<file path="config.mk">
export PLATFORM = sky130hd
export DESIGN_NAME = vc_mem_arb
export DESIGN_NICKNAME = d
export VERILOG_FILES = /design/src/rtl/vc_mem_arb.sv
export SDC_FILE = /design/constraint.sdc
export NUM_CORES = 1
export LEC_CHECK = 0
export ABC_AREA = 1
export ABC_CLOCK_PERIOD_IN_PS = 2300
export BUFFER_PORTS_ARGS = -buffer_cell sky130_fd_sc_hd__buf_2
export CORE_MARGIN = 2
export CORE_UTILIZATION = 50
export CTS_BUF_LIST = sky130_fd_sc_hd__clkbuf_8
export DETAILED_ROUTE_END_ITERATION = 10
export GPL_TIMING_DRIVEN = 0
export PLACE_DENSITY = 0.84
export SETUP_SLACK_MARGIN = 0.2
export SYNTH_ARGS = -nofsm -noshare
export SYNTH_HDL_FRONTEND = slang
export SYNTH_SLANG_ARGS = --single-unit
export TNS_END_PERCENT = 30
</file>
<file path="constraint.sdc">
create_clock -name clk -period 2.3 [get_ports clk]
set_clock_uncertainty 0.1 [all_clocks]
set_input_delay 0.23 -clock clk [delete_from_list [all_inputs] [get_ports clk]]
set_output_delay 0.23 -clock clk [all_outputs]
set_load 0.01 [all_outputs]
</file>
<file path="src/rtl/vc_mem_arb.sv">
// Round-robin arbiter that shares the byte-wide external memory port between the I-cache
// fill path and the D-cache fill/write path. Each transaction is address bytes, an optional
// read wait, two data bytes and a one-cycle ack.
module vc_mem_arb #(
    parameter int unsigned PA      = 24,
    parameter int unsigned RD_WAIT = 2
) (
    input  logic          clk,
    input  logic          rst_n,
    input  logic          i_req,
    input  logic [PA-1:0] i_addr,
    output logic          i_ack,
    output logic [15:0]   i_rdata,
    input  logic          d_req,
    input  logic          d_wr,
    input  logic [PA-1:0] d_addr,
    input  logic [15:0]   d_wdata,
    output logic          d_ack,
    output logic [15:0]   d_rdata,
    output logic          mem_cs,
    output logic          mem_wr,
    output logic [7:0]    mem_out,
    output logic          mem_oe,
    input  logic [7:0]    mem_in,
    output logic          busy,
    output logic          gnt_d
);
    localparam int unsigned NAB    = PA / 8;
    localparam int unsigned CntMax = (NAB > RD_WAIT) ? NAB : RD_WAIT;
    localparam int unsigned CW     = $clog2(CntMax + 1);

    localparam logic [CW-1:0] AddrLast = CW'(NAB - 1);
    localparam logic [CW-1:0] WaitLast = CW'(RD_WAIT - 1);
    localparam logic [CW-1:0] DataLast = CW'(1);
    localparam logic [PA-1:0] AddrMask = ~PA'(1);

    typedef enum logic [2:0] {StIdle, StAddr, StWait, StData, StAck} state_e;

    state_e        state_q, state_d;
    logic [CW-1:0] cnt_q, cnt_d;
    logic          owner_q, owner_d;
    logic          wr_q, wr_d;
    logic [PA-1:0] addr_q, addr_d;
    logic [15:0]   wdata_q, wdata_d;
    logic [7:0]    rlo_q, rlo_d;
    logic [15:0]   i_rdata_q, i_rdata_d;
    logic [15:0]   d_rdata_q, d_rdata_d;
    logic          take_d;

    always_ff @(posedge clk or negedge rst_n) begin
        if (!rst_n) begin
            state_q <= StIdle;
        end else begin
            state_q <= state_d;
        end
    end

    always_ff @(posedge clk or negedge rst_n) begin
        if (!rst_n) begin
            cnt_q     <= '0;
            owner_q   <= 1'b0;
            wr_q      <= 1'b0;
            addr_q    <= '0;
            wdata_q   <= '0;
            rlo_q     <= '0;
            i_rdata_q <= '0;
            d_rdata_q <= '0;
        end else begin
            cnt_q     <= cnt_d;
            owner_q   <= owner_d;
            wr_q      <= wr_d;
            addr_q    <= addr_d;
            wdata_q   <= wdata_d;
            rlo_q     <= rlo_d;
            i_rdata_q <= i_rdata_d;
            d_rdata_q <= d_rdata_d;
        end
    end

    always_comb begin
        state_d   = state_q;
        cnt_d     = cnt_q;
        owner_d   = owner_q;
        wr_d      = wr_q;
        addr_d    = addr_q;
        wdata_d   = wdata_q;
        rlo_d     = rlo_q;
        i_rdata_d = i_rdata_q;
        d_rdata_d = d_rdata_q;
        // On a tie the requester that was not served last wins.
        take_d    = d_req && (!i_req || !owner_q);
        unique case (state_q)
            StIdle: begin
                if (i_req || d_req) begin
                    owner_d = take_d;
                    wr_d    = take_d && d_wr;
                    addr_d  = (take_d ? d_addr : i_addr) & AddrMask;
                    wdata_d = d_wdata;
                    cnt_d   = '0;
                    state_d = StAddr;
                end
            end
            StAddr: begin
                addr_d = addr_q << 8;
                if (cnt_q == AddrLast) begin
                    cnt_d   = '0;
                    state_d = wr_q ? StData : StWait;
                end else begin
                    cnt_d = cnt_q + CW'(1);
                end
            end
            StWait: begin
                if (cnt_q == WaitLast) begin
                    cnt_d   = '0;
                    state_d = StData;
                end else begin
                    cnt_d = cnt_q + CW'(1);
                end
            end
            StData: begin
                // Low byte is staged so the owner's rdata only changes when the read completes.
                if (!wr_q) begin
                    if (cnt_q == '0) begin
                        rlo_d = mem_in;
                    end else if (owner_q) begin
                        d_rdata_d = {mem_in, rlo_q};
                    end else begin
                        i_rdata_d = {mem_in, rlo_q};
                    end
                end
                if (cnt_q == DataLast) begin
                    cnt_d   = '0;
                    state_d = StAck;
                end else begin
                    cnt_d = cnt_q + CW'(1);
                end
            end
            StAck:   state_d = StIdle;
            default: state_d = StIdle;
        endcase
    end

    always_comb begin
        mem_cs  = 1'b0;
        mem_oe  = 1'b0;
        mem_out = '0;
        i_ack   = 1'b0;
        d_ack   = 1'b0;
        unique case (state_q)
            StAddr: begin
                mem_cs  = 1'b1;
                mem_oe  = 1'b1;
                mem_out = addr_q[PA-1 -: 8];
            end
            StWait: mem_cs = 1'b1;
            StData: begin
                mem_cs = 1'b1;
                if (wr_q) begin
                    mem_oe  = 1'b1;
                    mem_out = (cnt_q == '0) ? wdata_q[7:0] : wdata_q[15:8];
                end
            end
            StAck: begin
                i_ack = !owner_q;
                d_ack = owner_q;
            end
            default: ;
        endcase
    end

    assign mem_wr  = mem_cs && wr_q;
    assign busy    = (state_q != StIdle);
    assign gnt_d   = owner_q;
    assign i_rdata = i_rdata_q;
    assign d_rdata = d_rdata_q;

endmodule
</file>
### Yosys cells after proc, flatten, opt, wreduce, memory -nomap -nowiden

Cells that the tools add are included.

| storage, ports and cells | value |
|---|---|
| register bits after elaboration | 87 |
| input bits | 77 |
| output and inout port bits | 47 |
| logic and storage cells | 65 |

| cells by class | value |
|---|---|
| add/sub/neg operators | 1 |
| equal/unequal tests | 10 |
| muxes and demuxes | 21 |
| bitwise operators | 3 |
| reduce and logical (&&, ||, !) cells | 21 |

Operator list:

| operator | number |
|---|---|
| $mux 24 | 2 |
| $pmux 24 s2 | 1 |
| $mux 8 | 2 |
| $pmux 8 s2 | 1 |
| $mux 3 | 4 |
| $pmux 3 s4 | 1 |
| $reduce_and 4->1 | 3 |
| $ne 2x2->1 const B | 4 |
| $eq 3x2->1 const B | 2 |
| $mux 2 | 3 |
| $pmux 2 s3 | 1 |
| $reduce_and 2->1 | 3 |
| $reduce_bool 3->1 | 2 |
| $mux 1 | 5 |
| $eq 3x1->1 const B | 1 |
| $eq 3x3->1 const B | 1 |
| $logic_and 1x1->1 | 3 |
| $logic_not 3->1 | 1 |
| $not 1->1 | 3 |
| $reduce_and 3->1 | 1 |
| $reduce_or 3->1 | 1 |
| $add 2x1->2 const B | 1 |
| $eq 2x1->1 const B | 1 |
| $eq 2x2->1 const B | 1 |
| other kinds (6) | 8 |

### Depth between registers and ports, before layout

| logic depth | value |
|---|---|
| depth in word-level cells | 6 |
| mapped depth | 8 |
| gate-level depth less buffers | 7 |

### Worst setup path after synthesis

Ideal clock, no wire load.

| path | value |
|---|---|
| kind | reg2out |
| start | register state_q[2] |
| end | output port mem_out[0] |
| data arrival time | 1.237 ns |
| required time | 1.970 ns |
| path slack | 0.733 ns |
| stages on the path, launching flop included | 6 |
| path buffers | 0 |
| path through | dfrtp_1 -> inv_1 -> nand2_2 -> nor2_1 -> o211ai_1 -> nand2_1 |

| on the way | value |
|---|---|
| word-level cells in the longest chain between the ends | 2 |
| elaborated cells on any way between the ends | 3 |
| classes of those cells | 2 x eq/ne; 1 x mux |

Ends and longest elaborated chain:

| what | line | text |
|---|---|---|
| start, declared | 39 | `state_e state_q, state_d;` |
| start signal, assigned | 52 | `state_q <= StIdle;` |
| start signal, assigned | 54 | `state_q <= state_d;` |
| $eq 3x2->1 / $eq 3x1->1 (equally long branches) | 149 | `unique case (state_q)` |
| $pmux 8 s2 (*) | 149 |  |
| end, declared | 22 | `output logic [7:0] mem_out,` |

Every way passes the cells marked *; elsewhere a longest branch is shown, timed or not.

### Worst setup path in the final report

| path | value |
|---|---|
| start | register cnt_q[1] |
| end | output port mem_out[6] |

| on the way | value |
|---|---|
| word-level cells in the longest chain between the ends | 4 |

Ends and longest elaborated chain:

| what | line | text |
|---|---|---|
| start, declared | 40 | `logic [CW-1:0] cnt_q, cnt_d;` |
| start signal, assigned | 69 | `cnt_q <= cnt_d;` |
| $logic_not 2->1 | 160 | `mem_out = (cnt_q == '0) ? wdata_q[7:0] : wdata_q[15:8];` |
| $mux 8 | 160 |  |
| $mux 8 | 158 | `if (wr_q) begin` |
| $pmux 8 s2 | 149 |  |

No other way between the ends.

==> results.toml <==
[pwr]
swShare_pct = 43.0
leakagePower_nw = 2.98
p_int_mw = 4.01
pwr-share-clk_pct = 17.4
p_comb_share_pct = 44.2
p_seq_share_pct = 38.4
ir_worst_vdd_v = 0.000527
power_density_mw_per_mm2 = 1330
total_power_mw = 7.03
p_sw_mw = 3.02

[status]
status = "complete, no violations"

[floorplanning]
rows = 32
die_area_sq_mm = 0.00882
die_h_um = 93.9
start_util_pct = 52.0
num_io_pins = 124
die_w_um = 93.9
core-area_sq_mm = 0.00777

[synth]
synth_top_family_by_area = "simple AND/OR/NAND/NOR gates"
ys_seq_area_share_pct = 53.2
yosys.area_share.simple_pct = 40.8
syn_area_sq_mm = 0.00404
ys_warn_count = 0
synth_xor_area_share_pct = 0
syn-instance-count = 532
synth_mux_area_share_pct = 0
synth-compound-area-share_pct = 2.29
avgSynthCellArea_sq_um = 7.60
synthAdderAreaFrac_pct = 0
synth_top_area_cell = "dfrtp_1"
netlist-cell-type-count = 20
synth.top_cell.area_share_pct = 53.2
synth_seq_cells = 86
synth_top_cells_by_area = "dfrtp_1, nand2_1, nand3_1"
synth_fp_nets = 609

[place]
gp_congestion = 0.860
portBuffers = 121
dp_hpwl_um = 7960

[timing]
setup_viol_count_final = 0
fmax_mhz = 499
setup_tns_ns = 0
worstMarginPinSlew_ns = 0.536
finalHoldViolations = 0
finalCriticalPeriod_ns = 2.00
slew_headroom_pct = 64.2
fin_crit_sh_pct = 87.1
drv_slew = 0
grt_setup_unrepaired = "no"
whs_ns = 0.0130

[finish]
register_area_sq_mm = 0.00216
syn_to_final_growth_pct = 30.5
drive_gt1_share_pct = 26.3
multi_input_area_sq_mm = 0.00178
fillCellCount = 653
n_antenna_cell = 0
fin_nets = 761

[routing]
drt_iter0_drc = 226
firstDrtPassIters = 5
via_per_inst = 5.22
ant_nets = 0
drc = 0
dr_total_vias = 4128
wirelength_um = 10800
wire_per_inst_um = 13.7

[global_routing]
grt.overflow.total = 0
grtUsageTotal_pct = 26.0
antenna_found_initial = 0
grt_max_degree = 69
first_global_vias = 3976
grt_pass1_wl_um = 17900

[worst_setup_path]
cp-start-kind = "register"
r2r_start = "state_q[0]$_DFFE_PN0P_"
required_ns = 1.97
endpoint_kind = "output port"
path_class = "register to output port"
r2r_slack_ns = 0.45
cp_data_arrival_time_ns = 1.67
cp_max_fo = 10
timing.rr.end = "addr_q[21]$_DFFE_PN0P_"
r2r_cells = 6

[clocking]
htree_levels = 3
worstSkewPairLatency_ns = 0.37
cts_sinks = 86
clock-root-buffer = "clkbuf_8"
cts_tree = "built"
clkTransAtPathRegs_ns = 0.10
cts_buffers = 9
clockBufferDepth = 2

[hold_path]
hp-class = "input port to register"
min_path_cells = 3
hold_path_end = "rlo_q[6]$_DFFE_PN0P_"
min_from = "mem_in[6]"

[job]
maxCapViolCount = 0
-- critical path, stage by stage, from the launching register on --
cell	delay [ns]
dfrtp_1	0.45
nor2_4	0.06
clkbuf_4	0.18
or2_2	0.28
o211ai_1	0.10
nand2_1	0.10
buf_2	0.15
-- cell families after synthesis --
group / after synthesis
buffers and inverters: 37
flip-flops: 86
AND/OR/NAND/NOR: 395
AO/OA/AOI/OAI: 14
-- flip-flops by register name (all words and copies together), names as in the netlist --
signal   flops
addr_q      23
cnt_q        2
d_rdata     16
gnt_d        1
i_rdata     16
rlo_q        8
state_q      3
wdata_q     16
wr_q         1
-- Yosys cell counts --
cell type / number
nand3b_1: 1
nand2_2: 3
nor2_4: 2
o211ai_1: 8
nor2_1: 13
nor3_2: 2
a22oi_1: 1
nor2_2: 2
o21ai_0: 3
clkbuf_1: 14
buf_2: 9
a21oi_1: 2
nand3_1: 77
clkinv_1: 1
inv_2: 2
dfrtp_1: 86
nand2_1: 285
or2_2: 8
inv_1: 11
nand4_1: 2
-- cell type report --
cell class / count / area share, %
Sequential cell: 86 / 40.9
Multi-Input combinational cell: 409 / 33.7
Timing Repair Buffer: 141 / 15.6
Clock buffer: 10 / 2.61
Tap cell: 102 / 2.42
Buffer: 23 / 2.06
Clock inverter: 6 / 1.78
Inverter: 14 / 0.996
-- worst max path at each step --
stage                                         to              startpoint  slack (ns)
after floorplan                       mem_out[0]  state_q[2]$_DFFE_PN0P_        0.73
after global placement    wdata_q[8]$_DFFE_PN0P_                   rst_n        0.27
after detailed placement              mem_out[7]  state_q[2]$_DFFE_PN0P_        0.33
after CTS                                 mem_oe  state_q[0]$_DFFE_PN0P_        0.20
after global routing                  mem_out[0]  state_q[2]$_DFFE_PN0P_        0.21
final                                 mem_out[6]    cnt_q[1]$_DFFE_PN0P_        0.30
-- repair_timing --
action,4_1_cts,5_1_grt
endpoints found under the hold margin,91,0
pin swaps,2,1
setup endpoints to repair,9,9
hold buffers,17,0
resized for setup,9,14
setup buffers,1,1
gates cloned,0,0
-- routing by layer --
metal | track usage (%) | share of wire [%] | vias up
met5 | 0 | 0 | -
met4 | 11.7 | 2.7 | 0
met3 | 4.09 | 5.8 | 25
met2 | 45.4 | 51 | 160
met1 | 31.8 | 41 | 1947
li1 | - | - | 1996
-- power groups by stage --
stage                     clock [mW]  sequential, mW  combinational, mW
after floorplan                    0            2.73               1.84
after global placement             0            2.65               2.83
after detailed placement           0            2.70               2.96
after CTS                       1.22            2.68               3.04
after global routing            1.30            2.77               3.50
final                           1.22            2.70               3.11
-- cells in the final DEF (no fill, tap or decap), drive strengths merged --
cell type	count
buf	133
bufinv	2
dlygate4sd3	17
clkinvlp	1
nor2	17
clkinv	3
nand4	2
o21ai	3
nand3	77
or2	8
a22oi	1
nor3	2
dfrtp	86
inv	14
nand2	288
clkbuf	24
a21oi	2
o211ai	8
nand3b	1
-- metrics by stage --
stage	utilization (%)	cells	cell area (sq um)	setup slack (ns)
2_1_floorplan	-	532	4040	0.733
3_3_place_gp	61.5	755	4780	0.271
3_5_place_dp	61.9	756	4810	0.335
4_1_cts	67.4	790	5240	0.197
5_1_grt	67.9	791	5280	0.206
6_report	67.9	791	5280	0.298
Power figures use the tool's default switching activity.
